File: config.mk
export PLATFORM = sky130hd
export DESIGN_NAME = fir_mac_sched
export DESIGN_NICKNAME = d
export VERILOG_FILES = /design/src/rtl/fir_sched_pkg.sv /design/src/rtl/fir_mac_sched_rr_arbiter.sv /design/src/rtl/fir_mac_sched.sv
export SDC_FILE = /design/constraint.sdc
export NUM_CORES = 1
export LEC_CHECK = 0
export BUFFER_PORTS_ARGS = -buffer_cell sky130_fd_sc_hd__buf_4
export CORE_MARGIN = 4
export CORE_UTILIZATION = 55
export CTS_CLUSTER_SIZE = 8
export DETAILED_ROUTE_END_ITERATION = 8
export PLACE_DENSITY = 0.74
export SLEW_MARGIN = 20
export SYNTH_ARGS = -nofsm -noshare
export SYNTH_HDL_FRONTEND = slang
export SYNTH_SLANG_ARGS = --single-unit
File: constraint.sdc
create_clock -name clk -period 12.9 [get_ports clk]
set_input_delay 0.645 -clock clk [delete_from_list [all_inputs] [get_ports clk]]
set_output_delay 0.645 -clock clk [all_outputs]
set_load 0.03 [all_outputs]
File: src/rtl/fir_sched_pkg.sv
// Shared types and arithmetic helpers for the single-DSP FIR MAC scheduler.
package fir_sched_pkg;

  typedef enum logic [1:0] {
    S_IDLE  = 2'd0,
    S_RUN   = 2'd1,
    S_DRAIN = 2'd2,
    S_DONE  = 2'd3
  } sched_st_t;

  localparam int TAP_W = 7;

  // Headroom of 7 bits covers up to 127 full-scale products.
  function automatic int acc_width(input int dw, input int cw);
    return dw + cw + TAP_W;
  endfunction

  function automatic logic signed [63:0] sat_shift(input logic signed [63:0] acc,
                                                   input int shift, input int dw);
    logic signed [63:0] s;
    logic signed [63:0] hi;
    logic signed [63:0] lo;
    s  = acc >>> shift;
    hi = (64'sd1 <<< (dw - 1)) - 64'sd1;
    lo = -hi - 64'sd1;
    if (s > hi) return hi;
    if (s < lo) return lo;
    return s;
  endfunction

endpackage

File: src/rtl/fir_mac_sched_rr_arbiter.sv
// Round-robin arbiter: search starts at the priority pointer, which moves past the winner on accept.
module rr_arbiter
  import fir_sched_pkg::*;
#(
  parameter int N_REQ = 3,
  localparam int IW = (N_REQ > 1) ? $clog2(N_REQ) : 1
) (
  input  logic             clk,
  input  logic             rst,
  input  logic [N_REQ-1:0] req,
  input  logic             accept,
  output logic [N_REQ-1:0] grant,
  output logic [IW-1:0]    index,
  output logic             valid
);

  logic [IW-1:0] ptr;
  int            cand;

  always_comb begin
    grant = '0;
    index = '0;
    valid = 1'b0;
    cand  = 0;
    for (int i = 0; i < N_REQ; i++) begin
      cand = (int'(ptr) + i) % N_REQ;
      if (!valid && req[cand]) begin
        valid       = 1'b1;
        grant[cand] = 1'b1;
        index       = IW'(cand);
      end
    end
  end

  always_ff @(posedge clk) begin
    if (rst) begin
      ptr <= '0;
    end else if (accept) begin
      ptr <= (int'(index) == N_REQ - 1) ? '0 : index + IW'(1);
    end
  end

endmodule

File: src/rtl/fir_mac_sched.sv
// Shared MAC scheduler: arbitrates FIR stage jobs, streams taps through one multiplier,
// and returns a scaled, saturated result tagged with the requester.
//
// state   | meaning
// S_IDLE  | waiting for a request; grant and capture descriptor on the way out
// S_RUN   | one tap read issued per cycle, down-counter tracks remaining taps
// S_DRAIN | last product lands in the accumulator, result is formed
// S_DONE  | result pulse is on the outputs; back to idle next
module fir_mac_sched
  import fir_sched_pkg::*;
#(
  parameter int N_REQ      = 3,
  parameter int DATA_WIDTH = 16,
  parameter int COEF_WIDTH = 16,
  parameter int AW         = 6,
  parameter int CAW        = 8,
  parameter int TAP_MAX    = 63,
  parameter int SHIFT      = 15,
  localparam int IW = (N_REQ > 1) ? $clog2(N_REQ) : 1
) (
  input  logic                    clk,
  input  logic                    rst,
  input  logic [N_REQ-1:0]        req,
  input  logic [N_REQ*AW-1:0]     job_base,
  input  logic [N_REQ*CAW-1:0]    job_coef,
  input  logic [N_REQ*7-1:0]      job_taps,
  output logic [N_REQ-1:0]        grant,
  output logic                    busy,
  output logic                    rd_en,
  output logic [IW-1:0]           rd_sel,
  output logic [AW-1:0]           smp_addr,
  output logic [CAW-1:0]          coef_addr,
  input  logic [DATA_WIDTH-1:0]   smp_q,
  input  logic [COEF_WIDTH-1:0]   coef_q,
  output logic                    res_valid,
  output logic [IW-1:0]           res_id,
  output logic [DATA_WIDTH-1:0]   res_data
);

  localparam int ACC_W  = acc_width(DATA_WIDTH, COEF_WIDTH);
  localparam int PROD_W = DATA_WIDTH + COEF_WIDTH;

  sched_st_t                  state;
  logic [N_REQ-1:0]           win_oh;
  logic [IW-1:0]              win_idx;
  logic                       win_any;
  logic                       accept;
  logic [TAP_W-1:0]           taps_raw;
  logic [TAP_W-1:0]           taps_eff;
  logic [TAP_W-1:0]           remain;
  logic                       mac_vld;
  logic signed [PROD_W-1:0]   prod;
  logic signed [ACC_W-1:0]    prod_ext;
  logic signed [ACC_W-1:0]    acc;
  logic signed [ACC_W-1:0]    acc_next;
  logic signed [63:0]         acc_wide;

  assign accept = (state == S_IDLE) && win_any;

  rr_arbiter #(.N_REQ(N_REQ)) u_arb (
    .clk    (clk),
    .rst    (rst),
    .req    (req),
    .accept (accept),
    .grant  (win_oh),
    .index  (win_idx),
    .valid  (win_any)
  );

  assign taps_raw = job_taps[int'(win_idx)*TAP_W +: TAP_W];
  assign taps_eff = (taps_raw > TAP_W'(TAP_MAX)) ? TAP_W'(TAP_MAX) : taps_raw;

  // Memory read data arrives one cycle after rd_en, so mac_vld is rd_en delayed.
  assign prod     = $signed(smp_q) * $signed(coef_q);
  assign prod_ext = {{(ACC_W-PROD_W){prod[PROD_W-1]}}, prod};
  assign acc_next = mac_vld ? acc + prod_ext : acc;
  assign acc_wide = {{(64-ACC_W){acc_next[ACC_W-1]}}, acc_next};

  always_ff @(posedge clk) begin
    if (rst) begin
      state     <= S_IDLE;
      grant     <= '0;
      busy      <= 1'b0;
      rd_en     <= 1'b0;
      rd_sel    <= '0;
      smp_addr  <= '0;
      coef_addr <= '0;
      res_valid <= 1'b0;
      res_id    <= '0;
      res_data  <= '0;
      remain    <= '0;
      mac_vld   <= 1'b0;
      acc       <= '0;
    end else begin
      grant     <= '0;
      res_valid <= 1'b0;
      mac_vld   <= rd_en;
      acc       <= acc_next;
      case (state)
        S_IDLE: begin
          if (win_any) begin
            grant     <= win_oh;
            busy      <= 1'b1;
            rd_sel    <= win_idx;
            smp_addr  <= job_base[int'(win_idx)*AW +: AW];
            coef_addr <= job_coef[int'(win_idx)*CAW +: CAW];
            rd_en     <= (taps_eff != '0);
            remain    <= (taps_eff == '0) ? '0 : taps_eff - TAP_W'(1);
            acc       <= '0;
            state     <= S_RUN;
          end
        end
        S_RUN: begin
          if (remain == '0) begin
            rd_en <= 1'b0;
            state <= S_DRAIN;
          end else begin
            smp_addr  <= smp_addr - AW'(1);
            coef_addr <= coef_addr + CAW'(1);
            remain    <= remain - TAP_W'(1);
          end
        end
        S_DRAIN: begin
          res_valid <= 1'b1;
          res_id    <= rd_sel;
          res_data  <= DATA_WIDTH'(sat_shift(acc_wide, SHIFT, DATA_WIDTH));
          state     <= S_DONE;
        end
        S_DONE: begin
          busy  <= 1'b0;
          state <= S_IDLE;
        end
        default: state <= S_IDLE;
      endcase
    end
  end

endmodule

# Word level (Yosys, flattened, before mapping)
# Cells that the tools add are included.
# Widths: inputs -> output; s select.
# totals
out_inout_bits	40
in_bits	100
register_bits	91
word_cells	130
# op_classes
reduce_logical	20
multipliers	3
shift	3
div	3
n_eq_ne	7
bitwise	4
addsub	8
mux	59
n_lt_le_gt_ge	9
# ops
operator	count
$mux 39	3
$ge 32x1->1 const B	3
$lt 32x4->1 const B	3
$mod 32x3->32 const B	2
$mux 16	4
$add 39x32->39	1
$mod 3x3->32 const B	1
$mul 16x16->32	1
$mux 7	4
$gt 24x16->1 const B	1
$lt 24x16->1 const B	1
$shiftx 24x6->8	1
$mux 1	23
$shiftx 21x6->7	1
$shiftx 18x6->6	1
$mux 8	2
$pmux 8 s2	1
$logic_not 7->1	2
$pmux 7 s2	1
$sub 7x1->7 const B	2
$mux 2	6
$mux 6	2
$pmux 6 s2	1
$mux 3	3
other kinds (25)	46

# Depth between registers and ports, before layout
# depth
depth_word	19
ltp_mapped	28
depth_no_buf	25

# Cells and area by module
# Synthesis repeated with hierarchy kept, for this count alone.
# unflattened
hier_cells	1941
area_unflattened_um2	17210.3
# modules_own_cells
mod	n_inst	seq_area_each_um2	area_each_um2	cells_per_inst
fir_mac_sched	1	1781.7	16764.8	1886
rr_arbiter	1	40.0	445.4	55

# Least setup slack after synthesis
# No wires, ideal clock.
# synth_path
kind	in2reg
start	input port smp_q[15]
end	register res_data[10]
setup_slack_ps	5537
path_buffers	3
t_arrival_ps	7275
required_ps	12812
setup_ps	88
path_stages	25
path_cell_list	clkbuf_1 nand2_1 inv_1 fa_1 fa_1 fa_1 inv_1 fa_1 inv_1 fa_1 inv_1 fa_1 inv_1 ha_1 clkbuf_1 a21oi_1 and2_1 nand3_1 nor2_1 o31ai_1 mux4_2 a2111oi_4 o2bb2ai_2 buf_6 o32ai_2
# synth_between
elab_chain_cells	10
word_cells_on_any_way	15
classes_between	add/sub: 1; mul: 1; order compare: 2; mux: 11
# synth_lines
element	line_no	source
from (decl)	fir_mac_sched.sv:33	input logic [DATA_WIDTH-1:0] smp_q,
$mul 16x16->32 (*)	fir_mac_sched.sv:74	assign prod = $signed(smp_q) * $signed(coef_q);
$add 39x32->39 (*)	fir_mac_sched.sv:76	assign acc_next = mac_vld ? acc + prod_ext : acc;
$mux 39 (*)	fir_mac_sched.sv:76	
$lt 24x16->1	fir_sched_pkg.sv:27	if (s < lo) return lo;
$mux 1 (2 in series)	fir_sched_pkg.sv:27	
$mux 1	fir_mac_sched.sv:99	case (state)
$mux 1	fir_mac_sched.sv:80	if (rst) begin
$mux 16	fir_sched_pkg.sv:28	return s;
$mux 16 (*)	fir_sched_pkg.sv:27	
to (signal assigned)	fir_mac_sched.sv:126	res_data <= DATA_WIDTH'(sat_shift(acc_wide, SHIFT, DATA_WIDTH));
to (decl)	fir_mac_sched.sv:37	output logic [DATA_WIDTH-1:0] res_data
# Every way passes the cells marked *; elsewhere a longest branch is shown, timed or not. The select of a mux whose other input is x is not followed.
# A chain may end at the register's enable or synchronous reset.

# Worst setup path after layout
# layout_path
start	input port coef_q[15]
end	register res_data[14]
# layout_between
elab_chain_cells	10
word_cells_on_any_way	15
classes_between	add/sub: 1; mul: 1; order compare: 2; mux: 11
# layout_lines
element	line_no	source
from (decl)	fir_mac_sched.sv:34	input logic [COEF_WIDTH-1:0] coef_q,
$mul 16x16->32 (*)	fir_mac_sched.sv:74	
$add 39x32->39 (*)	fir_mac_sched.sv:76	
$mux 39 (*)	fir_mac_sched.sv:76	
$lt 24x16->1	fir_sched_pkg.sv:27	
$mux 1 (2 in series)	fir_sched_pkg.sv:27	
$mux 1	fir_mac_sched.sv:99	
$mux 1	fir_mac_sched.sv:80	
$mux 16	fir_sched_pkg.sv:28	
$mux 16 (*)	fir_sched_pkg.sv:27	
# Marked as above.

==> results.ini <==
[run_status]
status = complete, no violations

[global_routing]
antenna_found_initial = 0
grt_pass1_vias = 14000
grt_pass1_wl_um = 70300
overflow = 0
grt_max_degree = 54
track_usage = 0.252

[clocking]
cts-buffers-inserted = 9
post-cts-setup-buffers = 0
worstSkewPairLatency_ps = 350
cts_tree = yes
hold_buffers = 0
clockBufferDepth = 2
htree_levels = 3
ctsResizeCount = 0
cts_sinks = 91
root_buffer = clkbuf_16
clk_pin_slew_ps = 70

[finish]
filler_cell_count = 2693
diodes = 0
drive_gt1_frac = 0.0921
regArea_um2 = 1820
final_common_cell = inv_1
area_delta_synth_final_pct = 8.98
nets = 2580
final_cell_mix = 410 x inv_1, 326 x fa_1, 200 x nand2_1
multi_input_area_um2 = 13400
final_cells = 2427

[logic_synthesis]
synth_xor_area_frac = 0.0194
synth_top_family_by_area = adder cells
synthSimpleGateAreaFrac = 0.152
synth_area_um2 = 17100
yosys_warnings = 0
ys.flop_type = dfxtp_1
synth_edf_count = 0
synthCells = 1953
synth-compound-area-share = 0.109
async_flop_share = 0
avgSynthCellArea_um2 = 8.76
yosysSeqAreaShare = 0.106
ys_types = 72
synth-seq-cells = 91
synth-adder-area-share = 0.475
synthMuxAreaShare = 0.0282
syn-num-nets = 2506

[sta]
grt_setup_unrepaired = no
fin_ws_ps = 5060
fmax_mhz = 128
setup_viol = 0
skew_ps = 7.86
period_share = 0.608
period_minus_slack_ps = 7840
relSlewSlack = 0.269
tns_ps = 0
hold_viol = 0
worstMarginPinSlew_ps = 1100
slew_viol_final = 0
hold_ws_ps = 491

[worst_setup_path]
path_buf_inv = 4
worst_path_most_repeated_cell = fa_1
path_max_fanout = 16
crit_chain = buf_4 -> inv_1 -> nor2_1 -> fa_1 -> fa_1 -> fa_1 -> fa_1 -> fa_1 -> inv_1 -> fa_1 -> inv_1 -> ha_1 -> a21oi_1 -> o21ai_0 -> a211o_1 -> a221oi_2 -> o21a_1 -> a211oi_1 -> a211oi_1 -> nor3_1 -> a41oi_2 -> o32ai_2
crit_family = adder cells
end_kind = flip-flop
r2r_setup_slack_ps = 6370
r2r_start = acc[15]$_SDFF_PP0_
ff2ff_path_depth = 20
cp-start-kind = input pin
timing.rr.end = res_data[6]$_SDFFE_PP0P_
cp_slowest_stage_delay_ps = 690
arrival_ps = 8030
required_ps = 13090
crit_type = in -> reg
cpMaxStageDelayCell = a41oi_2

[route]
drtAntennaViolNets = 0
post_drt_wl_per_cell_um = 16.8
drc = 0
drt_iter0_markers = 845
vias_per_cell = 5.43
dr.pass1.iters = 5
routed_wl_um = 40800
vias = 13200

[placed_design]
place_hpwl_um = 33800
gp_congestion = 0.917
portBuffers = 139
place_ws_ps = 4760
dpl.cell_count = 2412

[run]
cap_violations = 0

[floorplan]
start_util = 0.558
core-area_um2 = 30700
rows = 64
dieArea_um2 = 34000
pin_count = 140
die_x_um = 184
dieHeight_um = 184

[min_path]
min_to = mac_vld$_SDFF_PP0_
hold_depth = 1
hold_path_class = reg -> reg
min-delay-start = rd_en$_SDFFE_PP0P_

[routing by layer]
layer  track usage  vias to the layer above  share of wire
li1              -                     6227              -
met1         0.369                     6543           0.46
met2         0.412                      358           0.47
met3        0.0286                       52          0.049
met4        0.0482                        0          0.018
met5             0                        -              0
[cell families after synthesis]
logic type,Yosys count
AOI/OAI and AO/OA,280
xor gates and xnor gates,38
adders and majority gates,455
buffers and inverters,494
DFF,91
muxes,47
and+or+nand+nor,548
[cell usage after synthesis (8+ instances only)]
cell,number,area [µm²]
a211oi_1,21,158
a21o_1,14,105
a21oi_1,87,435
and2_1,125,782
clkbuf_1,67,251
dfxtp_1,91,1820
fa_1,326,6530
ha_1,127,1590
inv_1,410,1540
mux2i_1,46,460
nand2_1,200,751
nand2b_1,8,50.1
nand3_1,24,120
nand4_1,12,75.1
nor2_1,116,435
nor2b_1,9,56.3
nor3_1,14,70.1
o21ai_0,58,290
o22ai_1,13,81.3
or2_2,8,50.1
or3_1,12,75.1
xnor2_1,29,254
xor2_1,9,78.8
[state kept, by name, summed over array words and instances (netlist names)]
| register | flops |
|---|---|
| rd_sel | 2 |
| res_valid | 1 |
| rd_en | 1 |
| grant | 3 |
| busy | 1 |
| smp_addr | 6 |
| state | 2 |
| res_data | 16 |
| u_arb.ptr | 2 |
| mac_vld | 1 |
| res_id | 2 |
| acc | 39 |
| coef_addr | 8 |
| remain | 7 |
[stage by stage]
step	cell area, µm²	utilization
after floorplan	17100	-
after global placement	18400	0.599
after detailed placement	18400	0.599
after CTS	18700	0.608
after global routing	18700	0.608
final	18700	0.608
[worst max path at each step]
stage / start / to / slack, ps / cells after the start
global route: coef_q[15] / res_data[5]$_SDFFE_PP0P_ / 4640 / 22
detailed placement: coef_q[15] / res_data[6]$_SDFFE_PP0P_ / 4760 / 22
CTS: coef_q[15] / res_data[6]$_SDFFE_PP0P_ / 5140 / 22
global placement: coef_q[15] / res_data[14]$_SDFFE_PP0P_ / 4850 / 22
floorplan: smp_q[15] / res_data[10]$_SDFFE_PP0P_ / 5540 / 25
finish: coef_q[15] / res_data[14]$_SDFFE_PP0P_ / 5060 / 22
[layout make-up]
cell class | instances | share of cell area
inverter | 412 | 0.0829
timing repair buffer | 145 | 0.0584
tap | 396 | 0.0266
sequential | 91 | 0.0977
clock buffer | 9 | 0.0121
clock inverter | 6 | 0.00262
multi-input combinational | 1368 | 0.720
Power is left out: the tool's default activity adds up to more than one toggle a clock period on the data nets, which glitch-free logic cannot reach.
